<file path="src/rtl/gate_sequencer.sv">
// Bit-serial gate evaluator: evaluates one bit of the selected gate per cycle, LSB first.
// Latency: result_valid rises WIDTH edges after the accept edge; DONE holds the result until result_ready.
module gate_sequencer #(
    parameter int WIDTH = 8
) (
    input  logic             clk,
    input  logic             rst_n,
    input  logic             start_valid,
    output logic             start_ready,
    input  logic [2:0]       op,
    input  logic             negate_b,
    input  logic [WIDTH-1:0] a,
    input  logic [WIDTH-1:0] b,
    output logic [WIDTH-1:0] result,
    output logic             result_valid,
    input  logic             result_ready,
    output logic             illegal,
    output logic             busy,
    output logic [7:0]       op_count
);

    localparam int IW = (WIDTH > 1) ? $clog2(WIDTH) : 1;
    localparam logic [IW-1:0] LAST_IDX = IW'(WIDTH - 1);

    typedef enum logic [1:0] {
        IDLE = 2'd0,
        RUN  = 2'd1,
        DONE = 2'd2
    } state_t;

    state_t state, state_nxt;

    logic [2:0]       op_q;
    logic [WIDTH-1:0] a_q;
    logic [WIDTH-1:0] b_q;
    logic [WIDTH-1:0] acc;
    logic [IW-1:0]    idx;
    logic             accept;
    logic             last_bit;
    logic             a_bit;
    logic             b_bit;
    logic             gate_bit;

    assign accept   = start_valid && start_ready;
    assign last_bit = (state == RUN) && (idx == LAST_IDX);
    assign a_bit    = a_q[idx];
    assign b_bit    = b_q[idx];

    // Single 1-bit gate shared by every bit position.
    always_comb begin
        gate_bit = 1'b0;
        case (op_q)
            3'b000:  gate_bit = ~a_bit;
            3'b001:  gate_bit = a_bit & b_bit;
            3'b010:  gate_bit = ~(a_bit & b_bit);
            3'b011:  gate_bit = a_bit | b_bit;
            3'b100:  gate_bit = ~(a_bit | b_bit);
            3'b101:  gate_bit = a_bit ^ b_bit;
            3'b110:  gate_bit = ~(a_bit ^ b_bit);
            default: gate_bit = 1'b0;
        endcase
    end

    always_ff @(posedge clk or negedge rst_n) begin
        if (!rst_n) begin
            state <= IDLE;
        end else begin
            state <= state_nxt;
        end
    end

    always_comb begin
        state_nxt = state;
        case (state)
            IDLE:    if (accept) state_nxt = RUN;
            RUN:     if (last_bit) state_nxt = DONE;
            DONE:    if (result_ready) state_nxt = IDLE;
            default: state_nxt = IDLE;
        endcase
    end

    always_comb begin
        start_ready  = 1'b0;
        busy         = 1'b0;
        result_valid = 1'b0;
        case (state)
            IDLE:    start_ready = 1'b1;
            RUN:     busy = 1'b1;
            DONE: begin
                busy         = 1'b1;
                result_valid = 1'b1;
            end
            default: start_ready = 1'b0;
        endcase
    end

    always_ff @(posedge clk or negedge rst_n) begin
        if (!rst_n) begin
            op_q     <= '0;
            a_q      <= '0;
            b_q      <= '0;
            acc      <= '0;
            idx      <= '0;
            result   <= '0;
            illegal  <= 1'b0;
            op_count <= '0;
        end else if (accept) begin
            op_q <= op;
            a_q  <= a;
            // Operand B is stored already conditioned; NOT ignores it anyway.
            b_q  <= negate_b ? ~b : b;
            acc  <= '0;
            idx  <= '0;
        end else if (state == RUN) begin
            acc <= {gate_bit, acc[WIDTH-1:1]};
            if (last_bit) begin
                idx      <= '0;
                result   <= {gate_bit, acc[WIDTH-1:1]};
                illegal  <= (op_q == 3'b111);
                op_count <= op_count + 8'd1;
            end else begin
                idx <= idx + IW'(1);
            end
        end
    end

endmodule

</file>
<file path="config.mk">
export PLATFORM = sky130hd
export DESIGN_NAME = gate_sequencer
export DESIGN_NICKNAME = d
export VERILOG_FILES = /design/src/rtl/gate_sequencer.sv
export SDC_FILE = /design/constraint.sdc
export NUM_CORES = 1
export LEC_CHECK = 0
export BUFFER_PORTS_ARGS = -buffer_cell sky130_fd_sc_hd__buf_2
export CORE_ASPECT_RATIO = 0.7
export CORE_MARGIN = 4
export CORE_UTILIZATION = 40
export CTS_CLUSTER_SIZE = 25
export DETAILED_ROUTE_END_ITERATION = 16
export HOLD_SLACK_MARGIN = 0.03
export SETUP_SLACK_MARGIN = 0.1
export SLEW_MARGIN = 15
export SYNTH_ARGS = -nofsm -noshare
export SYNTH_HDL_FRONTEND = slang
export SYNTH_SLANG_ARGS = --single-unit
export TNS_END_PERCENT = 50
</file>
<file path="constraint.sdc">
create_clock -name clk -period 2.8 [get_ports clk]
set_clock_uncertainty 0.05 [all_clocks]
set_input_delay 0.14 -clock clk [delete_from_list [all_inputs] [get_ports clk]]
set_output_delay 0.14 -clock clk [all_outputs]
set_load 0.005 [all_outputs]
</file>
==> impl_metrics.toml, run 1 <==
[route]
drtIter0Drc = 43
wire_per_inst_um = 12.42
vias_per_cell = 4.777
vias = 1696
ant_nets = 0
route.detailed.drc = 0
dr.pass1.iters = 4
totalWireLength_mm = 4.410

[global_route]
grt_max_degree = 49
grt.overflow.total = 0
grtUsageTotal = 0.1404
antenna_found_initial = 0
grt_pass1_wl_mm = 7.900
grt_pass1_vias = 1724

[synthesis]
ys_warn_count = 0
synth-edff-count = 0
syn_inst = 226
synthFlopType = "dfrtp_1"
syn_area_per_cell_um2 = 10.00
synth_top_cell_area_share = 0.5313
yosysUniqueCellTypes = 26
synthTopCellsByArea = "dfrtp_1, nand2_1, xnor2_1, ha_1, mux2i_1"
synth.net_count = 258
yosysSeqAreaShare = 0.5313
syn_area_mm2 = 0.002261
synth_area_leader_cell = "dfrtp_1"
synth_seq_cells = 48
async_flop_share = 1.000

[clocking]
clockBufferDepth = 2
cts_setup_buffers = 0
clk_pin_slew_worst_paths_ns = 0.09
cts_tree = "done"
cts_made_buffers = 5
cts_root_buf = "clkbuf_8"
clk_latency_ns = 0.30
h-tree-depth = 2
cts_sinks = 48

[critical_path]
path_max_fanout = 6
startpoint_type = "flop"
timing.rr.start = "idx[0]"
arrival_ns = 2.52
rr_worst_depth = 8
endpoint_kind = "flop"
worst-r2r-setup-slack_ns = 0.47
worstReg2RegEnd = "result[7]"
path_class = "reg -> reg"
critical_path_required_ns = 2.99

[floorplanning]
start_util = 0.4212
die_area_mm2 = 0.006938
core_mm2 = 0.005368
die_y_um = 70.90
die_w_um = 97.86
rows = 22
io_pins = 44

[sta]
slew_headroom = 0.5922
tightest_slew_ns = 0.6116
final-hold-violation-count = 0
period_share = 0.8334
tns_ns = 0
maxSlewViolCount = 0
max_freq_mhz = 428.5
setup_ws_ns = 0.4664
rsz0062_at_grt = "false"
finalCriticalPeriod_ns = 2.334
setup_violations = 0

[worst_hold_path]
hold_class = "in -> reg"
hold_depth = 3
hold_end = "b_q[4]"
worstHoldStart = "b[4]"

[final_layout]
fillCellCount = 516
finalNetCount = 314
area_growth_pct = 21.91
n_antenna_cell = 0
layout_commonest_cell = "nand2_1"
final_area_mm2 = 0.002756
mostFrequentLayoutCells = "nand2_1, dfrtp_1, buf_2, xnor2_1, dlygate4sd3_1"
drive_above_1_share = 0.2085

[run]
max_cap_viol_count = 0

[place]
hpwl_mm = 3.105
gp_congestion = 0.7344
dp_slack_ns = 0.4454
place_area_mm2 = 0.002546
io_buffers = 43

[outcome]
outcome = "finished clean"

[power]
ir_worst_vdd_v = 0.0003947
p_leak_uw = 0.001408
power.density_mw_per_mm2 = 874.0
[stage by stage]
step	hold slack, ns	util	total power (uW)	instances
finish	0.07203	0.5135	2409	355
global route	0.07683	0.5135	2618	355
CTS	0.06719	0.5131	2448	355
detailed placement	0.2813	0.4744	2014	335
global placement	0.2816	0.4744	1978	335
floorplan	-0.2056	-	1753	226
[cell usage after synthesis (all sizes together), types with 4 or more instances]
cell type  number
clkbuf          8
o21ai          11
mux2i          11
inv             7
a21oi           6
xnor2          14
dfrtp          48
mux4            4
ha              8
nand2          73
nor2            9
nand3           6
[routing by layer]
| metal | GRT usage | vias up | wire, um |
|---|---|---|---|
| li1 | - | 856 | - |
| met1 | 0.1977 | 805 | 2249 |
| met2 | 0.2104 | 30 | 1896 |
| met3 | 0.03941 | 5 | 212 |
| met4 | 0.04608 | 0 | 51 |
| met5 | 0 | - | 0 |
[layout make-up]
| cell class | instances | area (um2) | share of cell area |
|---|---|---|---|
| sequential | 48 | 1201 | 0.4358 |
| multi-input combinational | 161 | 983.4 | 0.3568 |
| timing repair buffer | 59 | 367.9 | 0.1335 |
| tap | 72 | 90.09 | 0.03268 |
| clock buffer | 5 | 68.82 | 0.02497 |
| inverter | 7 | 26.28 | 0.009532 |
| clock inverter | 3 | 18.77 | 0.006809 |
[worst max-delay path by stage]
stage	startpoint	endpoint	slack (ns)	depth (start not counted)
floorplan	idx[0]	acc[7]	0.75	9
global placement	idx[0]	result[7]	0.54	8
detailed placement	idx[0]	result[7]	0.45	8
CTS	idx[0]	result[7]	0.44	8
global route	idx[0]	result[7]	0.25	8
finish	idx[0]	result[7]	0.47	8
[registers in the layout, indices dropped and copies added, names as in the netlist]
register / count
acc: 7
b_q: 8
op_q: 3
state: 2
a_q: 8
op_count: 8
idx: 3
result: 8
illegal: 1
[where the power goes]
group / switching (uW) / leakage [uW] / internal [uW]
Sequential: 185 / 0.000624 / 912
Clock: 235 / 0.0000479 / 174
Combinational: 470 / 0.000737 / 433
[critical path, stage by stage (launching register included)]
cell      delay (ns)
dfrtp_1         0.54
mux4_1          0.59
mux2i_1         0.24
inv_1           0.08
ha_1            0.19
nor2b_1         0.13
o21bai_1        0.19
a31oi_1         0.11
a21oi_1         0.16
[what timing repair did]
| action | 4_1_cts | 5_1_grt |
|---|---|---|
| hold endpoints to repair | 59 | 0 |
| hold buffers | 12 | 0 |
| gates resized for setup | 0 | 0 |
[logic make-up (layout without fill, tap and decap cells)]
family,count (synthesis),after routing,synth area share
flops,48,48,0.5313
mux,15,15,0.09574
compound gates,21,21,0.04925
fa+ha+maj,8,8,0.04427
xor+xnor,15,15,0.05811
buf+inv,17,74,0.03376
simple gates,102,102,0.1876
Power figures use the tool's default switching activity.
==> run 2, diff against run 1 <==
- clock period: 2.8 -> 2.05 ns (I/O delays scaled with it)
==> impl_metrics.toml, run 2 (synthesis gave the netlist of run 1 again) <==
[outcome]
violations = "setup timing"
outcome = "complete, but fails checks"

[floorplanning]
die_y_um = 70.90
start_util = 0.4212
io_pins = 44
die_area_mm2 = 0.006938
core_mm2 = 0.005368
rows = 22
die_w_um = 97.86

[critical_path]
arrival_ns = 2.30
path_max_fanout = 3
path_class = "reg -> reg"
critical_path_required_ns = 2.23
endpoint_kind = "flop"
startpoint_type = "flop"

[sta]
setup_ws_ns = -0.07020
slew_headroom = 0.6160
period_share = 1.034
tightest_slew_ns = 0.5761
hold_ws_ns = 0.03378
setup_violations = 2
final-hold-violation-count = 0
max_freq_mhz = 471.7
rsz0062_at_grt = "true"
finalCriticalPeriod_ns = 2.120
maxSlewViolCount = 0

[global_route]
grt_max_degree = 28
grt_pass1_wl_mm = 8.059
grt_pass1_vias = 1713
grt.overflow.total = 0
grtUsageTotal = 0.1410
antenna_found_initial = 0

[clocking]
clk_pin_slew_worst_paths_ns = 0.09
cts_sinks = 48
cts_tree = "done"
h-tree-depth = 2
cts_made_buffers = 5
clockBufferDepth = 2
clk_latency_ns = 0.30
cts_root_buf = "clkbuf_8"

[final_layout]
final_area_mm2 = 0.002845
mostFrequentLayoutCells = "nand2_1, dfrtp_1, buf_2, xnor2_1, dlygate4sd3_1"
finalNetCount = 322
fillCellCount = 510
drive_above_1_share = 0.2405
area_growth_pct = 25.84
layout_commonest_cell = "nand2_1"
n_antenna_cell = 0

[power]
p_total_uw = 3439
power.density_mw_per_mm2 = 1209
p_leak_uw = 0.001449
ir_worst_vdd_v = 0.0005313

[place]
gp_congestion = 0.7490
place_area_mm2 = 0.002618
hpwl_mm = 3.372
io_buffers = 43
dp_slack_ns = -0.1185

[route]
drtIter0Drc = 35
wire_per_inst_um = 12.40
ant_nets = 0
vias = 1684
vias_per_cell = 4.639
totalWireLength_mm = 4.502
dr.pass1.iters = 4
route.detailed.drc = 0

[worst_hold_path]
hold_class = "in -> reg"

[run]
max_cap_viol_count = 0
==> run 2: changes by cell type in the layout (fill, tap and decap cells not counted) <==
| cell | before | now |
|---|---|---|
| mux4_1 | 1 | 0 |
| buf_2 | 42 | 43 |
| ha_2 | 0 | 1 |
| buf_6 | 0 | 2 |
| mux2i_1 | 10 | 9 |
| buf_12 | 0 | 1 |
| ha_1 | 8 | 7 |
| buf_4 | 5 | 9 |
| mux4_2 | 3 | 4 |
| mux2i_4 | 1 | 2 |
==> run 2: final cells by class <==
type | instances | area [um2] | area share
clock buffers | 5 | 68.82 | 0.02419
clock inverters | 3 | 18.77 | 0.006596
inverters | 7 | 26.28 | 0.009235
multi-input cells | 161 | 994.7 | 0.3496
flip-flops and latches | 48 | 1201 | 0.4222
well taps | 72 | 90.09 | 0.03166
repair buffers | 67 | 445.4 | 0.1566
==> run 2: repair_timing <==
action                     4_1_cts  5_1_grt
setup endpoints to repair        2        3
hold buffers                    12        0
resized for setup                3        1
buffers inserted                 0        0
hold endpoints to repair        35        0
pin swaps                        5        1
==> run 2: power breakdown <==
| part | leakage, uW | internal, uW | total (uW) | switching [uW] |
|---|---|---|---|---|
| Sequential | 0.000624 | 1250 | 1480 | 232 |
| Combinational | 0.000778 | 697 | 1400 | 702 |
| Clock | 0.0000479 | 238 | 561 | 322 |
| Total | 0.00145 | 2180 | 3440 | 1260 |
==> run 2: stage by stage <==
step	setup TNS [ns]	std cells	util
floorplan	0	226	-
global placement	-0.08909	343	0.4876
detailed placement	-0.2355	343	0.4876
CTS	-0.2139	363	0.5284
global route	-0.3716	363	0.5301
finish	-0.1383	363	0.5301
==> run 2: per-layer routing <==
layer	vias up	global-route usage	wire length, um
met5	-	0	0
met4	0	0.02304	19
met3	2	0.03842	214
met2	33	0.2119	1888
met1	783	0.2080	2380
li1	866	-	-
==> run 2: final timing paths <==
kind / start / to / slack, ns / depth (start not counted)
worst max-delay path: idx[0] / result[7] / -0.07 / 9
worst min register to register: op_count[7] / op_count[7] / 0.42 / 1
worst max register to register: idx[0] / result[7] / -0.07 / 9
min in group asynchronous: rst_n / op_count[5] / 0.28 / 2
worst min-delay path: b[0] / b_q[0] / 0.03 / 3
max in group asynchronous: rst_n / op_q[1] / 1.15 / 3
==> run 2: worst max-delay path, cell delays in order, from the launching register on <==
cell,delay (ns)
dfrtp_1,0.39
buf_6,0.13
mux4_2,0.53
mux2i_4,0.17
inv_1,0.06
ha_2,0.18
nor2b_1,0.12
o21bai_1,0.17
a31oi_1,0.11
a21oi_1,0.13
==> run 3, diff against run 2 <==
- RECOVER_POWER: not set -> 100
==> impl_metrics.toml, run 3 (synthesis gave the netlist of run 1 again) <==
[outcome]
outcome = "complete, but fails checks"
violations = "setup timing"

[critical_path]
slowest_delay_ns = 0.53
cp_num_buf_inv = 2
endpoint_kind = "flop"
timing.rr.start = "idx[0]"
worst-r2r-setup-slack_ns = -0.07
startpoint_type = "flop"
path_max_fanout = 3
arrival_ns = 2.30
rr_worst_depth = 9
crit_slowest_cell = "mux4_2"
worstReg2RegEnd = "result[7]"
path_class = "reg -> reg"
cp_top_family = "multiplexers"
crit_chain = "buf_6 > mux4_2 > mux2i_4 > inv_1 > ha_2 > nor2b_1 > o21bai_1 > a31oi_1 > a21oi_1"
critical_path_required_ns = 2.23

[final_layout]
drive_above_1_share = 0.2096
finalNetCount = 322
area_growth_pct = 24.24
fin_util = 0.5233
mostFrequentLayoutCells = "nand2_1, dfrtp_1, buf_2, xnor2_1, dlygate4sd3_1"
n_antenna_cell = 0
layout_commonest_cell = "nand2_1"
final_area_mm2 = 0.002809
fillCellCount = 518

[sta]
rsz0062_at_grt = "true"
period_share = 1.034
tightest_slew_ns = 1.335
setup_ws_ns = -0.06985
final-hold-violation-count = 0
slew_headroom = 0.1102
finalCriticalPeriod_ns = 2.120
setup_violations = 2
maxSlewViolCount = 0
max_freq_mhz = 471.7

[place]
place_area_mm2 = 0.002618
gp_congestion = 0.7490
io_buffers = 43
hpwl_mm = 3.372

[route]
drtIter0Drc = 43
ant_nets = 0
totalWireLength_mm = 4.492
route.detailed.drc = 0
wire_per_inst_um = 12.37
vias = 1684
dr.pass1.iters = 4
vias_per_cell = 4.639

[worst_hold_path]
hold_depth = 3
worstHoldStart = "b[0]"
hold_class = "in -> reg"
hold_end = "b_q[0]"

[clocking]
cts_setup_buffers = 0
h-tree-depth = 2
cts_sinks = 48
clockBufferDepth = 2
cts_made_buffers = 5
cts_tree = "done"
clk_latency_ns = 0.29
clk_pin_slew_worst_paths_ns = 0.09
cts_root_buf = "clkbuf_8"

[global_route]
grt_pass1_vias = 1713
grt_max_degree = 28
grtUsageTotal = 0.1410
grt.overflow.total = 0
grt_pass1_wl_mm = 8.059
antenna_found_initial = 0

[run]
max_cap_viol_count = 0

[floorplanning]
core_mm2 = 0.005368
rows = 22
start_util = 0.4212
die_w_um = 97.86
io_pins = 44
die_area_mm2 = 0.006938
die_y_um = 70.90

[power]
p_leak_uw = 0.001407
power.density_mw_per_mm2 = 1214
ir_worst_vdd_v = 0.0005282
run 3: report_power, final:
group | switching [uW] | internal, uW
registers | 232 | 1250
logic | 701 | 676
clock network | 316 | 238
run 3: layout make-up:
| type | instances | area (um2) | area share |
|---|---|---|---|
| Sequential cell | 48 | 1201 | 0.4276 |
| Multi-Input combinational cell | 161 | 994.7 | 0.3541 |
| Timing Repair Buffer | 67 | 409.1 | 0.1457 |
| Tap cell | 72 | 90.09 | 0.03207 |
| Clock buffer | 5 | 68.82 | 0.02450 |
| Inverter | 7 | 26.28 | 0.009354 |
| Clock inverter | 3 | 18.77 | 0.006682 |
run 3: metal layers:
layer | part of all wire | vias up | GRT usage
li1 | - | 864 | -
met1 | 0.53 | 785 | 0.2080
met2 | 0.42 | 33 | 0.2119
met3 | 0.048 | 2 | 0.03842
met4 | 0.0042 | 0 | 0.02304
met5 | 0 | - | 0
run 3: worst max-delay path by stage:
stage           start   endpoint  depth (start not counted)
3_5_place_dp   idx[0]  result[7]                          9
3_3_place_gp   idx[0]     acc[7]                          9
2_1_floorplan  idx[0]     acc[7]                          9
6_report       idx[0]  result[7]                          9
5_1_grt        idx[0]     acc[7]                          9
4_1_cts        idx[0]  result[7]                          9
run 3: what timing repair did:
item | CTS | global route
hold buffers | 12 | 0
pin swaps | 5 | 1
hold endpoints to repair | 35 | 0
gates resized for setup | 3 | 1
endpoints found under the setup margin | 2 | 3
run 3: metrics by stage:
step	hold slack (ns)	power [uW]	TNS (ns)	setup WS [ns]	std cells
CTS	0.03438	3453	-0.2139	-0.1075	363
global placement	0.08737	2786	-0.08909	-0.05588	343
floorplan	-0.2431	2402	0	0.03411	226
global route	0.05130	3722	-2.087	-0.1898	363
finish	0.03232	3409	-0.1376	-0.06985	363
detailed placement	0.09048	2840	-0.2355	-0.1185	343
run 3: tightest hold or removal path: cells and delay by family:
family / cells / cell delay (ns)
XOR/XNOR: 1 / 0.09
AO/OA/AOI/OAI: 1 / 0.06
buffers and inverters: 1 / 0.08
